$ cat src/rtl/bsg_axil_pkg.sv
// Shared AXI4-lite definitions: response codes and the CSR responder FSM states.
package bsg_axil_pkg;

  localparam logic [1:0] AXIL_RESP_OKAY   = 2'b00;
  localparam logic [1:0] AXIL_RESP_SLVERR = 2'b10;

  typedef enum logic [1:0] {
    W_IDLE    = 2'd0,
    W_HAVE_AW = 2'd1,
    W_HAVE_W  = 2'd2,
    W_RESP    = 2'd3
  } axil_w_state_e;

  typedef enum logic {
    R_IDLE = 1'b0,
    R_RESP = 1'b1
  } axil_r_state_e;

endpackage

$ cat src/rtl/bsg_axil_csr_responder.sv
// AXI4-lite slave exposing num_regs_p byte-writable CSRs; independent read and
// write FSMs, one outstanding transaction per direction.
module bsg_axil_csr_responder
  import bsg_axil_pkg::*;
#(
  parameter int addr_width_p = 10,
  parameter int data_width_p = 32,
  parameter int num_regs_p   = 8
) (
  input  logic                               clk_i,
  input  logic                               reset_i,

  input  logic [addr_width_p-1:0]            awaddr_i,
  input  logic [2:0]                         awprot_i,
  input  logic                               awvalid_i,
  output logic                               awready_o,

  input  logic [data_width_p-1:0]            wdata_i,
  input  logic [data_width_p/8-1:0]          wstrb_i,
  input  logic                               wvalid_i,
  output logic                               wready_o,

  output logic [1:0]                         bresp_o,
  output logic                               bvalid_o,
  input  logic                               bready_i,

  input  logic [addr_width_p-1:0]            araddr_i,
  input  logic [2:0]                         arprot_i,
  input  logic                               arvalid_i,
  output logic                               arready_o,

  output logic [data_width_p-1:0]            rdata_o,
  output logic [1:0]                         rresp_o,
  output logic                               rvalid_o,
  input  logic                               rready_i,

  output logic [num_regs_p*data_width_p-1:0] csr_o,
  output logic [num_regs_p-1:0]              csr_w_v_o
);

  localparam int bytes_lp       = data_width_p / 8;
  localparam int lg_bytes_lp    = $clog2(bytes_lp);
  localparam int lg_regs_lp     = $clog2(num_regs_p);
  localparam int range_shift_lp = lg_bytes_lp + lg_regs_lp;

  // Protection bits carry no meaning for this block.
  logic unused_prot;
  assign unused_prot = ^{awprot_i, arprot_i};

  logic [num_regs_p-1:0][data_width_p-1:0] csr_values;
  assign csr_o = csr_values;

  // ---------------- write path ----------------
  axil_w_state_e w_state_reg, w_state_next;
  logic [addr_width_p-1:0]   awaddr_reg;
  logic [data_width_p-1:0]   wdata_reg;
  logic [bytes_lp-1:0]       wstrb_reg;
  logic [1:0]                bresp_reg;
  logic [num_regs_p-1:0]     csr_w_v_reg;

  logic                      aw_hs, w_hs, commit_en, commit_in_range;
  logic [addr_width_p-1:0]   commit_addr;
  logic [data_width_p-1:0]   commit_data;
  logic [bytes_lp-1:0]       commit_strb;
  logic [lg_regs_lp-1:0]     commit_index;

  assign aw_hs = awvalid_i & awready_o;
  assign w_hs  = wvalid_i & wready_o;

  always_comb begin
    w_state_next = w_state_reg;
    awready_o    = 1'b0;
    wready_o     = 1'b0;
    bvalid_o     = 1'b0;
    commit_en    = 1'b0;
    unique case (w_state_reg)
      W_IDLE: begin
        awready_o = ~reset_i;
        wready_o  = ~reset_i;
        if (aw_hs && w_hs) begin
          w_state_next = W_RESP;
          commit_en    = 1'b1;
        end else if (aw_hs) begin
          w_state_next = W_HAVE_AW;
        end else if (w_hs) begin
          w_state_next = W_HAVE_W;
        end
      end
      W_HAVE_AW: begin
        wready_o = ~reset_i;
        if (w_hs) begin
          w_state_next = W_RESP;
          commit_en    = 1'b1;
        end
      end
      W_HAVE_W: begin
        awready_o = ~reset_i;
        if (aw_hs) begin
          w_state_next = W_RESP;
          commit_en    = 1'b1;
        end
      end
      W_RESP: begin
        bvalid_o = 1'b1;
        if (bready_i) w_state_next = W_IDLE;
      end
      default: w_state_next = W_IDLE;
    endcase
  end

  // The completing handshake's payload comes straight from the ports; the
  // earlier one comes from the capture registers.
  assign commit_addr     = (w_state_reg == W_HAVE_AW) ? awaddr_reg : awaddr_i;
  assign commit_data     = (w_state_reg == W_HAVE_W)  ? wdata_reg  : wdata_i;
  assign commit_strb     = (w_state_reg == W_HAVE_W)  ? wstrb_reg  : wstrb_i;
  assign commit_index    = commit_addr[lg_bytes_lp +: lg_regs_lp];
  assign commit_in_range = ((commit_addr >> range_shift_lp) == '0);

  always_ff @(posedge clk_i) begin
    if (reset_i) begin
      w_state_reg <= W_IDLE;
      awaddr_reg  <= '0;
      wdata_reg   <= '0;
      wstrb_reg   <= '0;
      bresp_reg   <= AXIL_RESP_OKAY;
      csr_w_v_reg <= '0;
    end else begin
      w_state_reg <= w_state_next;
      csr_w_v_reg <= '0;
      if (aw_hs) awaddr_reg <= awaddr_i;
      if (w_hs) begin
        wdata_reg <= wdata_i;
        wstrb_reg <= wstrb_i;
      end
      if (commit_en) begin
        bresp_reg <= commit_in_range ? AXIL_RESP_OKAY : AXIL_RESP_SLVERR;
        if (commit_in_range) csr_w_v_reg[commit_index] <= 1'b1;
      end
    end
  end

  assign bresp_o   = bresp_reg;
  assign csr_w_v_o = csr_w_v_reg;

  genvar gi;
  generate
    for (gi = 0; gi < num_regs_p; gi++) begin : g_csr
      logic [data_width_p-1:0] value_reg;
      logic                    hit;

      assign hit = commit_en && commit_in_range && (commit_index == lg_regs_lp'(gi));

      always_ff @(posedge clk_i) begin
        if (reset_i) begin
          value_reg <= '0;
        end else if (hit) begin
          for (int b = 0; b < bytes_lp; b++) begin
            if (commit_strb[b]) value_reg[b*8 +: 8] <= commit_data[b*8 +: 8];
          end
        end
      end

      assign csr_values[gi] = value_reg;
    end
  endgenerate

  // ---------------- read path ----------------
  axil_r_state_e r_state_reg, r_state_next;
  logic [data_width_p-1:0] rdata_reg;
  logic [1:0]              rresp_reg;
  logic                    ar_hs, ar_in_range;
  logic [lg_regs_lp-1:0]   ar_index;

  assign ar_hs       = arvalid_i & arready_o;
  assign ar_index    = araddr_i[lg_bytes_lp +: lg_regs_lp];
  assign ar_in_range = ((araddr_i >> range_shift_lp) == '0);

  always_comb begin
    r_state_next = r_state_reg;
    arready_o    = 1'b0;
    rvalid_o     = 1'b0;
    unique case (r_state_reg)
      R_IDLE: begin
        arready_o = ~reset_i;
        if (ar_hs) r_state_next = R_RESP;
      end
      R_RESP: begin
        rvalid_o = 1'b1;
        if (rready_i) r_state_next = R_IDLE;
      end
      default: r_state_next = R_IDLE;
    endcase
  end

  always_ff @(posedge clk_i) begin
    if (reset_i) begin
      r_state_reg <= R_IDLE;
      rdata_reg   <= '0;
      rresp_reg   <= AXIL_RESP_OKAY;
    end else begin
      r_state_reg <= r_state_next;
      if (ar_hs) begin
        rdata_reg <= ar_in_range ? csr_values[ar_index] : '0;
        rresp_reg <= ar_in_range ? AXIL_RESP_OKAY : AXIL_RESP_SLVERR;
      end
    end
  end

  assign rdata_o = rdata_reg;
  assign rresp_o = rresp_reg;

endmodule

$ cat config.mk
export PLATFORM = sky130hd
export DESIGN_NAME = bsg_axil_csr_responder
export DESIGN_NICKNAME = d
export VERILOG_FILES = /design/src/rtl/bsg_axil_pkg.sv /design/src/rtl/bsg_axil_csr_responder.sv
export SDC_FILE = /design/constraint.sdc
export NUM_CORES = 1
export LEC_CHECK = 0
export CAP_MARGIN = 0
export CORE_MARGIN = 5
export CORE_UTILIZATION = 35
export DETAILED_ROUTE_END_ITERATION = 8
export DONT_BUFFER_PORTS = 1
export GPL_TIMING_DRIVEN = 0
export SLEW_MARGIN = 20
export SYNTH_ARGS = -nofsm -noshare
export SYNTH_HDL_FRONTEND = slang
export SYNTH_SLANG_ARGS = --single-unit
$ cat constraint.sdc
create_clock -name clk_i -period 3.3 [get_ports clk_i]
set_input_delay 0.66 -clock clk_i [delete_from_list [all_inputs] [get_ports clk_i]]
set_output_delay 0.66 -clock clk_i [all_outputs]
set_load 0.01 [all_outputs]
==> results of run 1 <==
## per-stage QoR
step / instances / hold WS, ns / setup slack [ns] / utilization (%)
2_1_floorplan: 1496 / 0.449 / 1.12 / -
3_3_place_gp: 2035 / 0.459 / 0.246 / 37.0
3_5_place_dp: 2035 / 0.463 / 0.259 / 37.0
4_1_cts: 2100 / 0.174 / 0.234 / 40.0
5_1_grt: 2102 / 0.202 / 0.00936 / 40.1
6_report: 2102 / 0.200 / 0.188 / 40.1
## final timing paths
check	slack [ns]	startpoint	cells after the start	end
worst min register to register	0.47	wdata_reg[23]$_SDFFE_PP0P_	2	wdata_reg[23]$_SDFFE_PP0P_
worst min-delay path	0.20	rready_i	1	r_state_reg$_SDFF_PP0_
worst max-delay path	0.19	w_state_reg[1]$_SDFFE_PP0P_	9	g_csr[3].value_reg[14]$_SDFFE_PP0P_
worst max register to register	0.19	w_state_reg[1]$_SDFFE_PP0P_	9	g_csr[3].value_reg[14]$_SDFFE_PP0P_
## synthesized netlist by cell type, drive strengths merged
cell	n	area, sq um
inv	3	11.3
nor2b	7	43.8
a22oi	1	12.5
mux4	64	1440
ha	5	62.6
buf	63	290
dfxtp	345	6910
nor4	1	6.26
or3b	1	8.76
clkbuf	80	300
nand3b	259	1940
nand3	2	10.0
nor3	2	10.0
nand4	42	313
and2	2	12.5
or4	1	7.51
nand2	83	312
nor2	23	86.3
nor3b	4	30.0
mux2	1	11.3
conb	1	3.75
nor4b	1	8.76
a21oi	6	30.0
mux2i	69	694
a22o	1	8.76
o21ai	337	1690
a211oi	7	52.6
or2	33	206
a211o	1	8.76
a2bb2oi	1	15.0
nand2b	48	300
a221oi	1	8.76
## power breakdown
part / internal [uW] / switching, uW
sequential: 4300 / 89.4
clock: 2650 / 1730
combinational: 463 / 941
## worst max-delay path, cell delays in order, from the launching register on
cell and delay, ns:
dfxtp_1 0.34, inv_1 0.11, ha_1 0.35, o21ai_0 0.18, a21oi_1 0.49, buf_2 0.33
nand4_1 0.48, clkbuf_1 0.42, nand3b_1 0.17, o21ai_0 0.08
## layer usage
layer | track usage, % | vias to the layer above | wire (microns)
met2 | 41.1 | 595 | 28500
li1 | - | 5502 | -
met4 | 7.23 | 2 | 1740
met1 | 29.6 | 6056 | 23300
met5 | 0 | - | 13
met3 | 10.6 | 99 | 7190
## layout by cell type (no fill, tap or decap), types with 2 or more instances in the layout
cell type	synthesis	routed
a211oi_1	7	7
a21oi_1	6	6
and2_1	2	2
buf_1	37	37
buf_2	19	19
buf_4	6	8
bufinv_16	0	3
clkbuf_1	80	91
clkbuf_16	0	41
clkbuf_8	0	7
clkinv_2	0	2
conb_1	1	2
dfxtp_1	345	345
ha_1	5	5
inv_1	3	3
mux2i_1	68	68
mux4_2	64	64
nand2_1	83	83
nand2b_1	48	48
nand3_1	2	2
nand3b_1	259	259
nand4_1	34	34
nand4_2	8	8
nor2_1	23	23
nor2b_1	7	7
nor3_1	2	2
nor3b_1	4	4
o21ai_0	320	320
o21ai_1	17	17
or2_2	33	33
## cells by family after synthesis
logic type / after synthesis / synth area share, %
simple gates: 509 / 22.2
compound gates: 355 / 12.3
flops: 345 / 46.5
buf+inv: 146 / 4.05
mux: 134 / 14.5
fa+ha+maj: 5 / 0.421
other cells: 1 / 0.0253
## final cells by class
class / count / area, sq um
fillers: 4175 / 25100
clock inverters: 6 / 108
flip-flops and latches: 345 / 6910
multi-input cells: 1005 / 7340
repair buffers: 2 / 15.0
plain buffers: 143 / 591
clock buffers: 59 / 1160
well taps: 539 / 674
inverters: 3 / 11.3
==> out/qor.yml, run 1 <==
outcome:
  status: "completed"
die:
  initial_core_util_pct: 35.4
  die_height_microns: 216
  coreArea_sq_um: 41900
  dieArea_sq_um: 46600
  ios: 374
  core.rowCount: 75
  fp.dieW_microns: 216
sta:
  maxSlewViolCount: 0
  final.setup.tns_ns: 0
  hold_viol: 0
  slew_headroom_pct: 32.4
  min_period_over_period_pct: 94.3
  clock_skew_ns: 0.0149
  tightest_slew_ns: 1.01
  rsz0062_at_grt: "no"
  finalSetupViolations: 0
  fmax_mhz: 321
  fin_crit_ns: 3.11
clock_tree:
  clock_latency_ns: 0.55
  clockRootBuffer: "clkbuf_16"
  cts_inserted_buffers: 40
  post-cts-setup-buffers: 0
  cts_buffer_depth: 3
  cts_tree: "done"
  htreeDepth: 2
  cts_resized: 0
  ctsHoldBuffers: 0
  clk_pin_slew_ns: 0.06
  cts.sink_count: 345
critical_path:
  critPathRequiredTime_ns: 3.72
  cp_max_fo: 10
  startpoint_type: "flip-flop"
  criticalPathCategory: "flip-flop to flip-flop"
  crit_path_end_kind: "flip-flop"
  worstPathArrival_ns: 3.53
yosys:
  synthesis.area_sq_um: 14800
  seq_area_frac_synth_pct: 46.5
  syn_area_per_cell_sq_um: 9.93
  ys_seq_elements: 345
  synth.distinct_cells: 38
  syn_inst: 1495
  ys_warn_count: 0
global_routing:
  grt_usage_pct: 24.8
  grt_pass1_wl_mm: 86.4
  antenna_found_initial: 3
  grt_pass1_vias: 12000
  grt_max_degree: 13
  grt.overflow.total: 0
placement:
  io_buffer_count: 0
  dpl_cell_area_sq_um: 15500
  gp_congestion: 0.894
  dp_hpwl_mm: 46.6
detailed_routing:
  viasPerCell: 5.83
  drt-total-wl_mm: 60.7
  routed-via-count: 12300
  wl_per_cell_microns: 28.9
  drc_errors: 0
  drt-initial-drc-count: 1026
  ant_nets: 0
  dr.pass1.iters: 6
flow_run:
  max_cap_viol_count: 0
finish:
  drive_gt1_share_pct: 12.3
  n_antenna_cell: 0
  largest_register_ffs: 256
  layout.nets: 1614
  synthToLayoutAreaGrowth_pct: 13.2
  design_area_sq_um: 16800
power:
  power_density_nw_per_um2: 606
  total_power_uw: 10200
  leakage_uw: 0.00557
  irDropWorstVdd_mv: 0.372
min_path:
  worstHoldPathType: "input port to flip-flop"
Power figures use the tool's default switching activity.
==> inputs of run 2 (changes only) <==
--- a/config.mk
+++ b/config.mk
@@ -5,13 +5,12 @@
 export SDC_FILE = /design/constraint.sdc
 export NUM_CORES = 1
 export LEC_CHECK = 0
-export CAP_MARGIN = 0
+export CAP_MARGIN = 20
 export CORE_MARGIN = 5
 export CORE_UTILIZATION = 35
 export DETAILED_ROUTE_END_ITERATION = 8
 export DONT_BUFFER_PORTS = 1
 export GPL_TIMING_DRIVEN = 0
-export SLEW_MARGIN = 20
 export SYNTH_ARGS = -nofsm -noshare
 export SYNTH_HDL_FRONTEND = slang
 export SYNTH_SLANG_ARGS = --single-unit
==> results of run 2 <==
Same layout as run 1: the final DEF is identical, and so are final timing and power.
